==> config.mk <==
export PLATFORM = sky130hd
export DESIGN_NAME = vending_machine
export DESIGN_NICKNAME = d
export VERILOG_FILES = /design/src/rtl/vending_machine.sv
export SDC_FILE = /design/constraint.sdc
export NUM_CORES = 1
export LEC_CHECK = 0
export CAP_MARGIN = 20
export CORE_MARGIN = 5
export CORE_UTILIZATION = 50
export DETAILED_ROUTE_END_ITERATION = 7
export MAX_ROUTING_LAYER = met4
export PLACE_DENSITY = 0.7
export SYNTH_ARGS = -nofsm -noshare
export SYNTH_HDL_FRONTEND = slang
export SYNTH_SLANG_ARGS = --single-unit
export TNS_END_PERCENT = 100
==> constraint.sdc <==
create_clock -name clk -period 14.8 [get_ports clk]
set_input_delay 2.22 -clock clk [delete_from_list [all_inputs] [get_ports clk]]
set_output_delay 2.22 -clock clk [all_outputs]
set_load 0.01 [all_outputs]
==> src/rtl/vending_machine.sv <==
// Vending machine: keypad scanner, key-event filter, seven-state sale FSM, three seven-segment digits.
// Latency: key seen at a scan edge -> FSM acts one clock later -> digits update one clock after that.
// Backpressure: none; the keypad is free-running, and keys the current state does not accept are dropped.
// Ports: clk, reset (async, active-high) | row[3:0] keypad rows, active-low |
//        shift_col[3:0] one-cold column scan | D0 units, D1 tens, D2 state number, segments {g,f,e,d,c,b,a}, active-low.
module vending_machine (
    input  logic       clk,
    input  logic       reset,
    input  logic [3:0] row,
    output logic [3:0] shift_col,
    output logic [6:0] D0,
    output logic [6:0] D1,
    output logic [6:0] D2
);

    typedef enum logic [2:0] {
        S_IDLE     = 3'd0,
        S_SELECT   = 3'd1,
        S_CHOSEN   = 3'd2,
        S_PAY      = 3'd3,
        S_PARTIAL  = 3'd4,
        S_REFUND   = 3'd5,
        S_DISPENSE = 3'd6
    } state_t;

    localparam logic [3:0] KEY_CANCEL  = 4'hE;
    localparam logic [3:0] KEY_CONFIRM = 4'hF;
    localparam logic [6:0] SEG_ZERO    = 7'b1000000;

    // ---------------- keypad scan and decode ----------------
    logic [3:0] col_q;
    logic [1:0] col_idx;
    logic [1:0] row_idx;
    logic       row_hit;
    logic [3:0] key_code;
    logic       key_fire;

    always_ff @(posedge clk or posedge reset) begin
        if (reset) col_q <= 4'b1110;
        else       col_q <= {col_q[2:0], col_q[3]};
    end

    assign shift_col = col_q;

    // Row lines are read against the column driven during the same cycle.
    always_comb begin
        col_idx = 2'd0;
        case (col_q)
            4'b1101: col_idx = 2'd1;
            4'b1011: col_idx = 2'd2;
            4'b0111: col_idx = 2'd3;
            default: col_idx = 2'd0;
        endcase
        row_idx = 2'd0;
        row_hit = 1'b0;
        case (row)
            4'b1110: begin row_idx = 2'd0; row_hit = 1'b1; end
            4'b1101: begin row_idx = 2'd1; row_hit = 1'b1; end
            4'b1011: begin row_idx = 2'd2; row_hit = 1'b1; end
            4'b0111: begin row_idx = 2'd3; row_hit = 1'b1; end
            default: begin row_idx = 2'd0; row_hit = 1'b0; end  // none or several rows low
        endcase
        key_code = {col_idx, row_idx};
    end

    // ---------------- key event filter ----------------
    // A held key only pulls its row low once per scan pass, so it never produces
    // four idle reads in a row; four idle reads therefore mean a real release.
    logic       ev_q;
    logic [3:0] ev_key_q;
    logic       last_vld_q;
    logic [3:0] last_key_q;
    logic [2:0] idle_cnt_q;
    logic       released_q;

    assign key_fire = row_hit && (!last_vld_q || (key_code != last_key_q) || released_q);

    always_ff @(posedge clk or posedge reset) begin
        if (reset) begin
            ev_q       <= 1'b0;
            ev_key_q   <= 4'd0;
            last_vld_q <= 1'b0;
            last_key_q <= 4'd0;
            idle_cnt_q <= 3'd0;
            released_q <= 1'b0;
        end else begin
            ev_q <= key_fire;
            if (key_fire) begin
                ev_key_q   <= key_code;
                last_key_q <= key_code;
                last_vld_q <= 1'b1;
            end
            if (row == 4'b1111) begin
                if (idle_cnt_q != 3'd4) idle_cnt_q <= idle_cnt_q + 3'd1;
            end else begin
                idle_cnt_q <= 3'd0;
            end
            if (key_fire)
                released_q <= 1'b0;
            else if ((row == 4'b1111) && (idle_cnt_q == 3'd3))
                released_q <= 1'b1;
        end
    end

    // ---------------- sale FSM ----------------
    state_t     state_q, state_d;
    logic [3:0] p_q, p_d;
    logic [7:0] credit_q, credit_d;
    logic [3:0] timer_q, timer_d;
    logic [7:0] price;
    logic [2:0] coin_val;
    logic       is_coin;
    logic       is_digit;
    logic [7:0] credit_sum;

    assign price = {2'b00, p_q, 2'b00} + {4'b0000, p_q};  // 5 * p

    always_comb begin
        coin_val = 3'd0;
        case (ev_key_q)
            4'h1:    coin_val = 3'd1;
            4'h2:    coin_val = 3'd2;
            4'h5:    coin_val = 3'd5;
            default: coin_val = 3'd0;
        endcase
        is_coin    = (coin_val != 3'd0);
        is_digit   = (ev_key_q >= 4'h1) && (ev_key_q <= 4'h9);
        credit_sum = credit_q + {5'b00000, coin_val};
    end

    always_comb begin
        state_d  = state_q;
        p_d      = p_q;
        credit_d = credit_q;
        timer_d  = timer_q;
        case (state_q)
            S_IDLE: begin
                if (ev_q && ev_key_q == KEY_CONFIRM) state_d = S_SELECT;
            end
            S_SELECT, S_CHOSEN: begin
                if (ev_q) begin
                    if (is_digit) begin
                        p_d     = ev_key_q;
                        state_d = S_CHOSEN;
                    end else if (ev_key_q == KEY_CANCEL) begin
                        p_d     = 4'd0;
                        state_d = S_IDLE;
                    end else if (ev_key_q == KEY_CONFIRM && state_q == S_CHOSEN) begin
                        state_d = S_PAY;
                    end
                end
            end
            S_PAY, S_PARTIAL: begin
                if (ev_q) begin
                    if (is_coin) begin
                        credit_d = credit_sum;
                        timer_d  = 4'd0;
                        state_d  = (credit_sum >= price) ? S_DISPENSE : S_PARTIAL;
                    end else if (ev_key_q == KEY_CANCEL) begin
                        timer_d = 4'd0;
                        state_d = S_REFUND;
                    end
                end
            end
            S_REFUND, S_DISPENSE: begin
                // Timer runs 0..15 while in the state, giving exactly 16 clocks.
                if (timer_q == 4'd15) begin
                    state_d  = S_IDLE;
                    credit_d = 8'd0;
                    p_d      = 4'd0;
                    timer_d  = 4'd0;
                end else begin
                    timer_d = timer_q + 4'd1;
                end
            end
            default: state_d = S_IDLE;
        endcase
    end

    always_ff @(posedge clk or posedge reset) begin
        if (reset) begin
            state_q  <= S_IDLE;
            p_q      <= 4'd0;
            credit_q <= 8'd0;
            timer_q  <= 4'd0;
        end else begin
            state_q  <= state_d;
            p_q      <= p_d;
            credit_q <= credit_d;
            timer_q  <= timer_d;
        end
    end

    // ---------------- display ----------------
    function automatic logic [6:0] seg7(input logic [7:0] d);
        case (d)
            8'd0:    return 7'b1000000;
            8'd1:    return 7'b1111001;
            8'd2:    return 7'b0100100;
            8'd3:    return 7'b0110000;
            8'd4:    return 7'b0011001;
            8'd5:    return 7'b0010010;
            8'd6:    return 7'b0000010;
            8'd7:    return 7'b1111000;
            8'd8:    return 7'b0000000;
            8'd9:    return 7'b0010000;
            default: return 7'b1111111;
        endcase
    endfunction

    // Values never exceed 49, so nine conditional subtractions cover every tens digit.
    function automatic logic [7:0] to_bcd(input logic [7:0] v);
        logic [7:0] rem;
        logic [3:0] tens;
        rem  = v;
        tens = 4'd0;
        for (int i = 0; i < 9; i++) begin
            if (rem >= 8'd10) begin
                rem  = rem - 8'd10;
                tens = tens + 4'd1;
            end
        end
        return {tens, rem[3:0]};
    endfunction

    logic [7:0] disp_val;
    logic [7:0] disp_bcd;
    logic [6:0] d0_q, d1_q, d2_q;

    always_comb begin
        disp_val = 8'd0;
        case (state_q)
            S_CHOSEN, S_PAY:     disp_val = price;
            S_PARTIAL, S_REFUND: disp_val = credit_q;
            S_DISPENSE:          disp_val = credit_q - price;
            default:             disp_val = 8'd0;
        endcase
        disp_bcd = to_bcd(disp_val);
    end

    always_ff @(posedge clk or posedge reset) begin
        if (reset) begin
            d0_q <= SEG_ZERO;
            d1_q <= SEG_ZERO;
            d2_q <= SEG_ZERO;
        end else begin
            d0_q <= seg7({4'b0000, disp_bcd[3:0]});
            d1_q <= seg7({4'b0000, disp_bcd[7:4]});
            d2_q <= seg7({5'b00000, state_q});
        end
    end

    assign D0 = d0_q;
    assign D1 = d1_q;
    assign D2 = d2_q;

endmodule

# Word level (Yosys, flattened, before mapping)
# Memories as Yosys holds them, arrays and structs flattened. A register that Yosys moved wholly into a read port is not among the register bits.
# Index checks and enable logic that the tools add are counted.
# word_totals
word_cells	153
memories	3
output_inout_bits	25
register_bits	33
mem_bits_ro	280
inputBits	6
# op_classes
n_addsub	22
reduce_logical	23
eq_ne	32
mux	51
n_lt_le_gt_ge	12
# memory_table
memory	words	word_bits	rd	rd_clocked_by_memory_dff	wr	line_no	rtl
(no name shown)	16	7	1	1	0	196	case (d)
(no name shown)	16	7	1	1	0	196	
(no name shown)	8	7	1	1	0	196	
# op_table
cell	count
two-way mux 8 bit	11
>= comparator 8 x 4 -> 1 bit (second input constant)	9
two-way mux 4 bit	16
subtractor 8 x 4 -> 8 bit (second input constant)	8
adder 4 x 1 -> 4 bit (second input constant)	9
== test 4 bit (second input constant)	9
two-way mux 3 bit	11
case mux 8 bit (3 select lines)	1
case mux 4 bit (2 select lines)	2
case mux 8 bit (2 select lines)	1
== test 4 x 3 -> 1 bit (second input constant)	3
case mux 2 bit (3 select lines)	2
case mux 3 bit (4 select lines)	1
inequality test 2 bit (second input constant)	5
OR reduction 2 bit	5
== test 3 x 2 -> 1 bit (second input constant)	3
== test 3 bit (second input constant)	3
inequality test 3 bit (second input constant)	3
case mux 3 bit (3 select lines)	1
adder 8 x 3 -> 8 bit	1
>= comparator 8 x 7 -> 1 bit	1
AND reduction 4 bit	2
subtractor 8 x 7 -> 8 bit	1
adder 6 x 4 -> 7 bit	1
other kinds (21)	31

# Longest topological paths before layout
# depth
ltp_word	21
ltp_mapped	69
depth_no_buf	64

# Least setup slack after synthesis
# OpenSTA, ideal clock, no wires.
# synth_timing
kind	register -> register
startpoint	reg p_q[0]
endpoint	reg d1_q[3] (netlist: D1[3])
required_time_ns	14.667
setup_ns	0.133
arrival_time_ns	12.863
n_path_buf	3
setup_slack_ns	1.804
stages_incl_launch_ff	64
synth_period_minus_slack_ns	12.996
path_cell_list	dfrtp_1 > ha_1 > fa_1 > inv_1 > ha_1 > or2_1 > o22ai_2 > xnor2_1 > a221oi_4 > and4_1 > buf_4 > a31oi_1 > or2_2 > ha_1 > nand2_1 > nand2_1 > nor4_1 > nand3b_1 > [... 28 more ...] > ha_1 > nand2_1 > o21ai_1 > a211oi_4 > buf_6 > xnor2_1 > inv_1 > ha_1 > nand2_1 > and3_1 > mux2i_1 > a2bb2oi_4 > mux2i_1 > ha_1 > mux2_2 > ha_1 > nor4_1 > nor3_1
# synth_between
elab_chain_len	21
elab_cells_between_ends	45
classes_between	18 x add/sub; 9 x order compare; 18 x mux
# synth_lines
element	line_no	rtl
start, declared	107	logic [3:0] p_q, p_d;
start signal, assigned	188	p_q <= p_d;
adder 6 x 4 -> 7 bit (*)	116	assign price = {2'b00, p_q, 2'b00} + {4'b0000, p_q};
subtractor 8 x 7 -> 8 bit	235	S_DISPENSE: disp_val = credit_q - price;
case mux 8 bit (3 select lines) (*)	232	case (state_q)
subtractor 8 x 4 -> 8 bit / >= comparator 8 x 4 -> 1 bit (equally long branches)	219, 218	
two-way mux 8 bit / two-way mux 1 bit (equally long branches)	218	if (rem >= 8'd10) begin
subtractor 8 x 4 -> 8 bit, or another cell as far along	219	rem = rem - 8'd10;
two-way mux 8 bit / two-way mux 4 bit (equally long branches)	218	
subtractor 8 x 4 -> 8 bit, or another cell as far along	219	
[... 5 more ...]	--	
subtractor 8 x 4 -> 8 bit, or another cell as far along	219	
two-way mux 8 bit / two-way mux 4 bit (equally long branches)	218	
subtractor 8 x 4 -> 8 bit, or another cell as far along	219	
two-way mux 8 bit / two-way mux 4 bit (equally long branches)	218	
subtractor 8 x 4 -> 8 bit, or another cell as far along	219	
two-way mux 8 bit / two-way mux 4 bit (equally long branches)	218	
>= comparator 8 x 4 -> 1 bit / adder 4 x 1 -> 4 bit (equally long branches)	218, 220	
two-way mux 4 bit (*)	218	
end, declared	228	logic [6:0] d0_q, d1_q, d2_q;
# Mark *: on every way between the ends. The rest lies on a longest branch, timed or not.
# A chain may end at the register's enable or synchronous reset.

# Worst setup path in the final report
# Ends and elaborated chain as after synthesis.

==> impl_table.tex <==
\begin{tabular}{lr}
\hline
Metric & Value \\
\hline
\multicolumn{2}{l}{\textbf{Placed design}} \\
Placed wire-length estimate & 13400 µm \\
Number of I/O port buffers & 30 \\
Routability Congestion & $\sim$0.9 \\
\multicolumn{2}{l}{\textbf{Timing}} \\
Worst hold slack & between 300 and 400 ps \\
Relative max-transition margin & between 40\% and 50\% \\
Pin slew with the least headroom to its limit & just under 800 ps \\
Total count of hold-check failures in the final report & 0 \\
Max Slew Vio Count & 0 \\
Worst clock skew on the final layout & around 6.4 ps \\
Achievable frequency & between 0.07 and 0.08 GHz \\
Number of failing setup endpoints in the final timing report & 0 \\
Part of the cycle the worst path needs & 93.4\% \\
Aggregate negative setup slack & 0 ps \\
Unrepaired setup endpoints after global routing & false \\
Time the final worst path needs with I/O delays and setup & 13830 ps \\
\multicolumn{2}{l}{\textbf{Routing}} \\
Final routed DRC violation total & 0 \\
Post-detailed-route via-to-cell ratio & between 6 and 7 \\
Number of design-rule violations left by the first detailed-router iteration & $\sim$600 \\
Routed via count & 6554 \\
Routed wire length & roughly 17000 µm \\
TritonRoute pass-1 iters & 7 \\
Final routed wire length divided by cell count & approximately 17 µm \\
DRT antenna net count & 0 \\
\multicolumn{2}{l}{\textbf{Yosys}} \\
Share of synthesized cell area in full adder, half adder and majority cells & between 10\% and 20\% \\
Synthesized flop and latch total & 54 \\
Most frequently used flop master after synthesis & dfrtp\_1 \\
Cell Area, Synth & 7100 µm² \\
Share of synthesized flip-flops with an asynchronous set or reset & 100\% \\
Total of warnings raised by yosys & 0 \\
Number of distinct library cells after synthesis & approximately 110 \\
Share of synthesized area spent on multiplexers & between 5 and 6\% \\
Dominant combinational cell family by area after synthesis & compound AO/OA/AOI/OAI gates \\
Part of the Yosys area used for sequential elements & a little under a fifth \\
Biggest area contributors in the synthesized netlist & dfrtp\_1, ha\_1, nand2\_1 \\
Compound-Gate Fraction of Synth Area & between 20 and 30\% \\
Syn Area/Cell & between 8 and 9 µm² \\
Synthesized netlist net count & 907 \\
Fraction of post-synthesis cell area in the top cell type by area & 16.9\% \\
Post-synthesis instance total & around 840 \\
Parity-gate share of the synthesized area counting xor and xnor cells & around 8.5\% \\
Cell taking the most area after synthesis & dfrtp\_1 \\
Number of flops mapped to enable cells by yosys & 0 \\
Synth Area in Simple Gates & between 20\% and 30\% \\
\multicolumn{2}{l}{\textbf{Setup path}} \\
Worst Setup Path Type & register to register \\
Kind of start point of the critical path & register \\
Highest cell delay on the worst timing path & $\sim$450 ps \\
Library cell contributing the largest single delay on the critical path & dfrtp\_1 \\
Crit path top cell by count & ha\_1 \\
Source of the worst register-to-register timing path & p\_q[0]\$\_DFFE\_PP0P\_ \\
Worst R2R Path Depth & 59 \\
Arr. time, crit path & between 10000 and 15000 ps \\
Register-to-register path setup slack & slightly below 1000 ps \\
CP required & 14970 ps \\
CP Max Fanout & 7 \\
Kind of capture point of the worst setup path & register \\
Worst reg2reg path endpoint & D1[3]\$\_DFF\_PP0\_ \\
\multicolumn{2}{l}{\textbf{Power and ir drop}} \\
Power density normalized to cell area & 37.1 nW/µm² \\
Proportion of power drawn by combinational gates & between 5 and 6\% \\
Maximum vdd drop & just under 0.08 mV \\
Switching share of power & 22.4\% \\
Part of the power in the clock network & between 40\% and 50\% \\
LEAKAGE & about 0.0033 µW \\
Design internal power & around 220 µW \\
Net switching power figure & approximately 64 µW \\
Total design power & between 200 and 300 µW \\
Flop pwr share & 52.3\% \\
\multicolumn{2}{l}{\textbf{Floorplan}} \\
Die Footprint & roughly 17000 µm² \\
Vertical die dimension & between 100 and 150 µm \\
Width of the die & around 130 µm \\
Ports & 31 \\
Starting density of the core & 51.1\% \\
Row Count & 43 \\
Core box area & about 14000 µm² \\
\multicolumn{2}{l}{\textbf{Run}} \\
Max-capacitance violation count & 0 \\
\multicolumn{2}{l}{\textbf{Clock tree}} \\
Number of levels the H-tree was split into & 2 \\
CTS clock-pin slew for the worst setup and hold paths & 70 ps \\
Skew-Pair Late Insertion Delay & approximately 290 ps \\
Root cell of the clock tree & clkbuf\_16 \\
Number of clock buffers inserted by TritonCTS & 5 \\
Sinks on the clock net & 54 \\
Max Root-Sink Buffers & 2 \\
CTS tree & yes \\
\multicolumn{2}{l}{\textbf{Min path}} \\
Worst hold path type & register to register \\
WHS Endpoint & shift\_col[2]\$\_DFF\_PP1\_ \\
Worst hold stages & 0 \\
Hold Startpoint & shift\_col[1]\$\_DFF\_PP1\_ \\
\multicolumn{2}{l}{\textbf{GRT}} \\
Wire length of the first global-routing pass & around 30000 µm \\
Largest net degree at the start of global routing & between 50 and 60 \\
Total routing resource utilization after global routing & between 20 and 25\% \\
Antenna violations before repair & 0 \\
Vias in the first global route & around 6300 \\
Total overflow reported by the global router & 0 \\
\multicolumn{2}{l}{\textbf{Layout}} \\
Antenna diode count & 0 \\
Layout Area Growth over Synthesis & 8.99\% \\
Fraction of layout instances using a drive strength above 1 & about an eighth \\
Net total in the final layout & 921 \\
\multicolumn{2}{l}{\textbf{Run status}} \\
Run status & complete, no violations \\
\hline
\end{tabular}
-- critical path, delay by kind of cell (launching register included) --
family	cells	cell delay [ps]
simple gates	28	5150
fa+ha+maj	12	3060
mux	7	2280
compound gates	9	1930
xor+xnor	2	630
flops	1	450
buf+inv	1	190
-- how the worst max path moves through the flow --
stage                            to  depth (start not counted)  slack, ps          startpoint
floorplan           D1[3]$_DFF_PP0_                         63       1800  p_q[0]$_DFFE_PP0P_
detailed placement  D1[3]$_DFF_PP0_                         60        510  p_q[0]$_DFFE_PP0P_
global route        D1[3]$_DFF_PP0_                         59         60  p_q[0]$_DFFE_PP0P_
CTS                 D1[3]$_DFF_PP0_                         60        440  p_q[0]$_DFFE_PP0P_
finish              D1[3]$_DFF_PP0_                         59        970  p_q[0]$_DFFE_PP0P_
global placement    D1[3]$_DFF_PP0_                         60       1100  p_q[0]$_DFFE_PP0P_
-- kinds of logic after synthesis --
logic type               Yosys count
AND/OR/NAND/NOR                  290
AO/OA/AOI/OAI                    267
buffers and inverters             78
adder cells (fa/ha/maj)           60
XOR/XNOR                          58
flip-flops                        54
multiplexers                      34
-- synthesized netlist by cell type, types with 9 or more instances --
master and count:
a21oi_1 49, ha_1 57, xnor2_1 29, nor4_1 9
o211ai_1 11, nand2b_1 15, o21ai_0 45, a31oi_1 10
nand2_1 76, mux2i_1 16, and3_1 15, dfrtp_1 48
nor2b_1 11, xor2_1 19, a21o_1 13, nor3_1 22
clkbuf_1 16, mux2_2 16, inv_1 43, nand3_1 37
nor2_1 42, o21a_1 9, and2_1 11
-- through the flow --
step / instance area (µm²) / worst slack (ps) / utilization, % / std cells
floorplan: 7100 / 1800 / - / 841
global placement: 7490 / 1100 / 54.0 / 1023
detailed placement: 7490 / 507 / 54.0 / 1023
CTS: 7640 / 441 / 55.1 / 1031
global route: 7740 / 56.4 / 55.7 / 1036
finish: 7740 / 973 / 55.7 / 1036
-- cell usage in the layout (no fill, tap or decap), types with 9 or more instances in the layout --
master,synthesis,routed
inv_1,43,42
o21a_1,9,9
a31oi_1,10,10
and3_1,15,15
nor3_1,22,21
xnor2_1,29,28
a21o_1,13,12
nor4_1,9,9
mux2_2,16,16
dfrtp_1,48,48
mux2i_1,16,15
nor2_1,42,41
clkdlybuf4s50_1,0,30
nand3_1,37,37
xor2_1,19,19
and2_1,11,11
nand2_1,76,75
o211ai_1,11,11
nor2b_1,11,11
a21oi_1,49,49
nand2b_1,15,15
ha_1,57,56
o21ai_0,45,44
-- power groups by stage --
stage                     sequential (µW)  clock (µW)  combinational (µW)
after floorplan                       152           0                12.5
after global placement                153           0                15.5
after detailed placement              153           0                16.0
after CTS                             150         123                16.1
after global routing                  150         131                19.1
final                                 150         120                16.6
-- flip-flops by register name, summed over array words and instances, names as in the netlist --
register	count
state_q	3
ev_q	1
p_q	4
credit_q	8
released_q	1
shift_col	4
timer_q	4
last_key_q	4
idle_cnt_q	3
last_vld_q	1
D2	7
D1	7
D0	7
-- cell type report --
class	count	area, µm²
tap	180	225
multi-input combinational	709	5460
inverter	47	176
clock buffer	7	143
sequential	54	1360
timing repair buffer	38	370
fill	1283	6140
clock inverter	1	8.76
-- routing by layer --
metal | share of wire, % | vias up | GRT usage, %
met5 | 0 | - | -
met4 | 1.7 | 0 | 4.45
met3 | 5.3 | 35 | 2.84
met2 | 47 | 223 | 35.9
met1 | 46 | 3100 | 27.9
li1 | - | 3196 | -
-- timing repair --
item                       CTS  global route
hold buffers                 0             0
buffers inserted             0             3
gates resized for setup      0            12
setup endpoints to repair    0            14
hold endpoints to repair     0             0
(Power assumes the default switching activity.)
